--- src/rtl/dotprod_seq_pkg.sv ---
// rtl/dotprod_seq_pkg.sv - shared types and constants for the dotprod kernel sequencer
package dotprod_seq_pkg;

    localparam int DATA_W_DEF    = 32;
    localparam int ADDR_W_DEF    = 16;
    localparam int TMO_W_DEF     = 24;
    // Kernel may still show the previous job's done flag for this many RUN cycles
    localparam int DONE_MASK_CYC = 2;

    typedef enum logic [2:0] {
        IDLE,
        LOAD,
        LAUNCH,
        RUN,
        RESULT
    } state_t;

    typedef enum logic [1:0] {
        SEL_IDLE,
        SEL_LOAD,
        SEL_KERN
    } port_sel_t;

endpackage

--- src/rtl/dotprod_sram_port_mux.sv ---
// rtl/dotprod_sram_port_mux.sv - one SRAM port: registered loader write, kernel pass-through or idle
module sram_port_mux
    import dotprod_seq_pkg::*;
#(
    parameter int DATA_W = DATA_W_DEF,
    parameter int ADDR_W = ADDR_W_DEF
) (
    input  logic [1:0]        sel_i,
    input  logic [DATA_W-1:0] ld_data_i,
    input  logic [ADDR_W-1:0] ld_addr_i,
    input  logic              ld_wr_en_i,
    input  logic [DATA_W-1:0] kern_data_i,
    input  logic              kern_wr_en_i,
    input  logic              kern_rd_en_i,
    input  logic [ADDR_W-1:0] kern_addr_i,
    output logic [DATA_W-1:0] data_o,
    output logic              wr_en_o,
    output logic              rd_en_o,
    output logic [ADDR_W-1:0] addr_o
);

    always_comb begin
        data_o  = '0;
        wr_en_o = 1'b0;
        rd_en_o = 1'b0;
        addr_o  = '0;
        case (sel_i)
            SEL_LOAD: begin
                data_o  = ld_data_i;
                wr_en_o = ld_wr_en_i;
                addr_o  = ld_addr_i;
            end
            SEL_KERN: begin
                data_o  = kern_data_i;
                wr_en_o = kern_wr_en_i;
                rd_en_o = kern_rd_en_i;
                addr_o  = kern_addr_i;
            end
            default: ;
        endcase
    end

endmodule

--- src/rtl/dotprod_sequencer.sv ---
// rtl/dotprod_sequencer.sv - job sequencer: load SRAMs, start kernel, watchdog, return result
module dotprod_sequencer
    import dotprod_seq_pkg::*;
#(
    parameter int               DATA_W  = DATA_W_DEF,
    parameter int               ADDR_W  = ADDR_W_DEF,
    parameter int               TMO_W   = TMO_W_DEF,
    parameter logic [TMO_W-1:0] TIMEOUT = '1
) (
    input  logic              clk,
    input  logic              rst,
    input  logic              cmd_start,
    input  logic [31:0]       cfg_n,
    output logic              cmd_busy,
    input  logic              ld_valid,
    output logic              ld_ready,
    input  logic [DATA_W-1:0] ld_a,
    input  logic [DATA_W-1:0] ld_b,
    output logic              res_valid,
    input  logic              res_ready,
    output logic [DATA_W-1:0] res_data,
    output logic              res_error,
    output logic              kern_start_sig,
    output logic [31:0]       kern_n,
    input  logic [DATA_W-1:0] kern_result,
    input  logic              kern_done_flag,
    input  logic [DATA_W-1:0] kern_a_out,
    input  logic              kern_a_wr_en,
    input  logic              kern_a_rd_en,
    input  logic [ADDR_W-1:0] kern_a_addr,
    input  logic [DATA_W-1:0] kern_b_out,
    input  logic              kern_b_wr_en,
    input  logic              kern_b_rd_en,
    input  logic [ADDR_W-1:0] kern_b_addr,
    output logic [DATA_W-1:0] a_out,
    output logic              a_wr_en,
    output logic              a_rd_en,
    output logic [ADDR_W-1:0] a_addr,
    output logic [DATA_W-1:0] b_out,
    output logic              b_wr_en,
    output logic              b_rd_en,
    output logic [ADDR_W-1:0] b_addr
);

    localparam logic [32:0] N_MAX = 33'd1 << ADDR_W;

    state_t            state_q, state_d;
    logic [31:0]       n_q, n_d;
    logic [ADDR_W:0]   cnt_q, cnt_d;
    logic [TMO_W-1:0]  wdog_q, wdog_d;
    logic [DATA_W-1:0] res_data_q, res_data_d;
    logic              res_error_q, res_error_d;
    logic              ld_wr_q, ld_wr_d;
    logic [ADDR_W-1:0] ld_addr_q, ld_addr_d;
    logic [DATA_W-1:0] ld_a_q, ld_a_d, ld_b_q, ld_b_d;
    port_sel_t         sel;

    always_ff @(posedge clk) begin
        if (rst) begin
            state_q     <= IDLE;
            n_q         <= '0;
            cnt_q       <= '0;
            wdog_q      <= '0;
            res_data_q  <= '0;
            res_error_q <= 1'b0;
            ld_wr_q     <= 1'b0;
            ld_addr_q   <= '0;
            ld_a_q      <= '0;
            ld_b_q      <= '0;
        end else begin
            state_q     <= state_d;
            n_q         <= n_d;
            cnt_q       <= cnt_d;
            wdog_q      <= wdog_d;
            res_data_q  <= res_data_d;
            res_error_q <= res_error_d;
            ld_wr_q     <= ld_wr_d;
            ld_addr_q   <= ld_addr_d;
            ld_a_q      <= ld_a_d;
            ld_b_q      <= ld_b_d;
        end
    end

    always_comb begin
        state_d     = state_q;
        n_d         = n_q;
        cnt_d       = cnt_q;
        wdog_d      = wdog_q;
        res_data_d  = res_data_q;
        res_error_d = res_error_q;
        ld_wr_d     = 1'b0;
        ld_addr_d   = ld_addr_q;
        ld_a_d      = ld_a_q;
        ld_b_d      = ld_b_q;
        case (state_q)
            IDLE: begin
                if (cmd_start) begin
                    n_d = cfg_n;
                    if ({1'b0, cfg_n} > N_MAX) begin
                        res_data_d  = '0;
                        res_error_d = 1'b1;
                        state_d     = RESULT;
                    end else if (cfg_n == 32'd0) begin
                        state_d = LAUNCH;
                    end else begin
                        cnt_d   = '0;
                        state_d = LOAD;
                    end
                end
            end
            LOAD: begin
                if (ld_valid) begin
                    ld_wr_d   = 1'b1;
                    ld_addr_d = cnt_q[ADDR_W-1:0];
                    ld_a_d    = ld_a;
                    ld_b_d    = ld_b;
                    cnt_d     = cnt_q + 1'b1;
                    if (32'(cnt_q) == n_q - 32'd1) begin
                        state_d = LAUNCH;
                    end
                end
            end
            LAUNCH: begin
                wdog_d  = '0;
                state_d = RUN;
            end
            RUN: begin
                if (wdog_q != '1) begin
                    wdog_d = wdog_q + 1'b1;
                end
                // Done takes priority over a timeout landing on the same cycle
                if (wdog_q >= TMO_W'(DONE_MASK_CYC) && kern_done_flag) begin
                    res_data_d  = kern_result;
                    res_error_d = 1'b0;
                    state_d     = RESULT;
                end else if (TIMEOUT != '0 && wdog_q == TIMEOUT) begin
                    res_data_d  = '0;
                    res_error_d = 1'b1;
                    state_d     = RESULT;
                end
            end
            RESULT: begin
                if (res_ready) begin
                    state_d = IDLE;
                end
            end
            default: state_d = IDLE;
        endcase
    end

    // The final loader write lands in LAUNCH, so the pending write decides the port owner
    always_comb begin
        sel = SEL_IDLE;
        if (ld_wr_q) begin
            sel = SEL_LOAD;
        end else if (state_q == RUN) begin
            sel = SEL_KERN;
        end
    end

    assign cmd_busy       = (state_q != IDLE);
    assign ld_ready       = (state_q == LOAD);
    assign res_valid      = (state_q == RESULT);
    assign res_data       = res_data_q;
    assign res_error      = res_error_q;
    assign kern_start_sig = (state_q == LAUNCH);
    assign kern_n         = n_q;

    sram_port_mux #(.DATA_W(DATA_W), .ADDR_W(ADDR_W)) u_mux_a (
        .sel_i        (sel),
        .ld_data_i    (ld_a_q),
        .ld_addr_i    (ld_addr_q),
        .ld_wr_en_i   (ld_wr_q),
        .kern_data_i  (kern_a_out),
        .kern_wr_en_i (kern_a_wr_en),
        .kern_rd_en_i (kern_a_rd_en),
        .kern_addr_i  (kern_a_addr),
        .data_o       (a_out),
        .wr_en_o      (a_wr_en),
        .rd_en_o      (a_rd_en),
        .addr_o       (a_addr)
    );

    sram_port_mux #(.DATA_W(DATA_W), .ADDR_W(ADDR_W)) u_mux_b (
        .sel_i        (sel),
        .ld_data_i    (ld_b_q),
        .ld_addr_i    (ld_addr_q),
        .ld_wr_en_i   (ld_wr_q),
        .kern_data_i  (kern_b_out),
        .kern_wr_en_i (kern_b_wr_en),
        .kern_rd_en_i (kern_b_rd_en),
        .kern_addr_i  (kern_b_addr),
        .data_o       (b_out),
        .wr_en_o      (b_wr_en),
        .rd_en_o      (b_rd_en),
        .addr_o       (b_addr)
    );

endmodule

--- config.mk ---
export PLATFORM = sky130hd
export DESIGN_NAME = dotprod_sequencer
export DESIGN_NICKNAME = d
export VERILOG_FILES = /design/src/rtl/dotprod_seq_pkg.sv /design/src/rtl/dotprod_sram_port_mux.sv /design/src/rtl/dotprod_sequencer.sv
export SDC_FILE = /design/constraint.sdc
export NUM_CORES = 1
export LEC_CHECK = 0
export ABC_CLOCK_PERIOD_IN_PS = 5660
export CAP_MARGIN = 15
export CORE_AREA = 3 3 154 156
export DETAILED_ROUTE_END_ITERATION = 16
export DIE_AREA = 0 0 157 159
export PLACE_DENSITY_LB_ADDON = 0.1
export RECOVER_POWER = 25
export SLEW_MARGIN = 25
export SYNTH_ARGS = -nofsm -noshare
export SYNTH_HDL_FRONTEND = slang
export SYNTH_SLANG_ARGS = --single-unit
--- constraint.sdc ---
create_clock -name clk -period 5.66 [get_ports clk]
set_clock_uncertainty 0.05 [all_clocks]
set_input_delay 0.566 -clock clk [delete_from_list [all_inputs] [get_ports clk]]
set_output_delay 0.566 -clock clk [all_outputs]
set_load 0.05 [all_outputs]
==> implementation parameters <==
Parameter                              Value

Cells and area
  Most frequent standard cell in the layout excluding fill and tap cells ... nand2_1
  Highest-count cells in the layout ignoring fill and taps ... nand2_1 (378), clkdlybuf4s50_1 (352), dfxtp_1 (189), a21oi_1 (133), nor2_1 (94)
  Layout Utilization ... 61.52%
  Area growth, synth to finish ... 51.31%
  Layout net count ... 1838
  Layout cell share with drive strength beyond 1 ... 3.472%
  Fillers ... 2036

Global routing
  Global-route total usage across every layer ... 24.65%
  Aggregate global routing overflow ... 0
  Initial antenna violation count ... 1
  Vias in the first global route ... 9246
  Pin count of the biggest net entering global routing ... 104
  Wire length of the first global-routing pass ... 49.90 mm

Floorplan
  Die W ... 157 um
  Core Area ... 22500 um^2
  Height of the die ... 159 um
  Number of placed I/O pins ... 403
  FP Rows ... 55
  Starting utilization of the core area ... 40.66%
  Die area ... 24960 um^2

Placed design
  Half-perimeter wire length after placement ... 23.63 mm
  Final weighted congestion of routability-driven global placement ... 0.9427
  Total of buffers placed on input and output ports ... 402

Synth
  Area share of the largest cell type after synthesis ... 41.57%
  Total of flip-flops plus latches after synthesis ... 190
  Mapped cell area ... 9150 um^2
  Most used flip-flop cell after synthesis ... dfxtp_1
  Synth cell types ... 55
  Area leader, netlist ... dfxtp_1
  Synthesized area divided by synthesized cell count ... 7.268 um^2
  Sequential fraction of the synthesis area ... 41.57%
  Top area cells in the synthesized netlist ... dfxtp_1 (42%), nand2_1 (16%), a21oi_1 (7.3%)
  Post-synth net total ... 1497
  Warnings, synthesis ... 0
  Cell count after synthesis ... 1259
  Share of flip-flops with an asynchronous set or reset ... 0%
  Number of enable-type register cells in the synthesized netlist ... 0

Critical path
  Arrival time reported for the critical path endpoint ... 4580 ps
  Crit-path max FO ... 81
  Worst EP required ... 5920 ps
  Category of the critical setup timing path ... reg2reg
  Critical path startpoint category ... register
  Capturing element type of the critical path ... register

CTS
  Sinks on Clock Net ... 190
  Hold buffers post-CTS ... 0
  Clock buffer count from CTS ... 17
  Clock buffer depth ... 2
  Clock-pin slew of the registers on the worst-case setup and hold paths ... 70 ps
  Root buffer selected by CTS ... clkbuf_16
  Setup Fix Bufs, Post-CTS ... 0
  CTS tree ... done
  Number of gates resized after cts ... 0
  Htree depth ... 4
  Worst-skew pair later-pin latency ... 430 ps

Drt
  Violation count after the first detailed-route iteration ... 722
  Drt total wl ... 32.24 mm
  Via total after detailed routing ... 9916
  Antenna-violating nets left ... 0
  Drc violations ... 0
  Average wire length per cell after detail routing ... 16.98 um
  Detailed-routing iteration count for the pre-antenna-repair pass ... 6
  Post-detailed-route via-to-cell ratio ... 5.222

Pwr
  P_sw ... 0.8137 mW
  Worst-case vdd ir drop ... 0.0002077 V
  Part of the power in combinational logic ... 14.6%
  Total power ... 3.018 mW
  Part of the total power dissipated in sequential elements ... 45.7%
  Power per standard cell area ... 218.0 nW/um^2
  Part of the total power dissipated in the clock network ... 39.8%
  Fraction of power spent switching nets ... 26.96%
  Standby leakage power ... 4.759 nW
  Power Internal ... 2.204 mW

Timing
  Fmax ... 0.2317 GHz
  Unrepaired setup endpoints after global routing ... false
  Portion of the clock cycle consumed by the worst path in the final layout ... 76.26%
  Final period demand of the worst path ... 4316 ps
  Final setup vio count ... 0
  Worst slew margin relative to its limit ... -84.01%
  Setup TNS after final layout ... 0 ps
  Max-slew violation count ... 115
  Slew at the pin closest to its max-slew limit ... 2754 ps
  Final Hold Vio Count ... 0

Min path
  Type of the tightest min-delay check ... reg2reg

Run status
  Failing checks ... max-capacitance violations, max-slew violations
  Outcome ... finished, violations left

Run
  Count of max-cap constraint violations ... 2
## through the flow
step	cell area, um^2	hold slack, ps	worst slack (ps)	instances
after floorplan	9150	386.6	2502	1259
final	13840	405.6	1344	1899
after CTS	13850	407.0	1802	1898
after detailed placement	13280	396.7	2156	1866
after global routing	13840	418.8	851.9	1899
after global placement	13270	392.1	2235	1866
## worst paths after layout
path | depth (start not counted) | to | start | slack [ps]
setup / recovery | 7 | cnt_q[16] | state_q[0] | 1340
hold / removal | 2 | res_error | res_error | 410
setup reg to reg | 7 | cnt_q[16] | state_q[0] | 1340
hold reg to reg | 2 | res_error | res_error | 410
## cell usage after synthesis (2+ instances only)
cell	n
nand3_1	14
mux2_2	2
inv_1	20
nor4b_1	2
and2_1	6
nand2_1	378
o211ai_1	4
a22o_1	32
or3_1	13
nand3b_1	2
a21oi_1	133
o21ai_0	82
buf_6	2
xnor2_1	35
buf_1	2
o31a_1	3
nor4_1	25
nor2b_1	2
a21boi_0	2
o2111ai_1	3
o31ai_1	4
a311oi_1	2
nor3_1	15
xor2_1	16
dfxtp_1	190
clkbuf_1	85
a22oi_1	33
a211oi_1	3
o41ai_1	2
ha_1	4
nand2b_1	5
or4_1	5
and4_1	2
a21o_1	2
mux2i_1	2
nand4_1	12
nor2_1	97
## cells by family (layout without fill, tap and decap cells)
kind of cell	after synthesis	count (layout)	share of synthesized area, %
flops	190	190	41.57
xor+xnor	51	51	4.882
other cells	0	1	0
mux	4	4	0.4649
buf+inv	110	464	4.718
fa+ha+maj	4	4	0.5470
simple gates	588	588	27.46
compound gates	312	312	20.36
## critical path, stage by stage, from the launching register on
cell and delay (ps):
dfxtp_1 390, nor3b_1 690, nand2_1 1750, nor2_1 490, a21oi_1 250, nor4_1 340
xnor2_1 180, nor2_1 60
## power by group through the flow
stage | sequential, mW | clock, mW | combinational, mW
6_report | 1.38 | 1.20 | 0.439
5_1_grt | 1.38 | 1.27 | 0.471
4_1_cts | 1.38 | 1.22 | 0.443
3_5_place_dp | 1.41 | 0 | 0.440
3_3_place_gp | 1.41 | 0 | 0.438
2_1_floorplan | 1.46 | 0 | 0.156
## sequential cells by signal, summed over array words and instances, names as in the netlist
signal,count
res_data,32
res_error,1
kern_n,32
ld_b_q,32
wdog_q,24
ld_wr_q,1
cnt_q,17
ld_a_q,32
ld_addr_q,16
state_q,3
## cell type report
type,instances,area (um^2),share of cell area [%]
repair buffers,412,4100,29.62
well taps,285,356.6,2.576
diodes,1,2.502,0.01808
flip-flops and latches,190,3807,27.50
inverters,20,75.07,0.5423
multi-input cells,959,4930,35.61
clock inverters,14,143.9,1.039
clock buffers,18,429.2,3.100
## metal layers
| metal | part of all wire (%) | GRT usage [%] |
|---|---|---|
| met1 | 42 | 30.45 |
| met2 | 50 | 43.40 |
| met3 | 6.5 | 5.463 |
| met4 | 1.7 | 5.850 |
| met5 | 0 | 0 |
No activity file was read; power rests on OpenSTA's default activity.
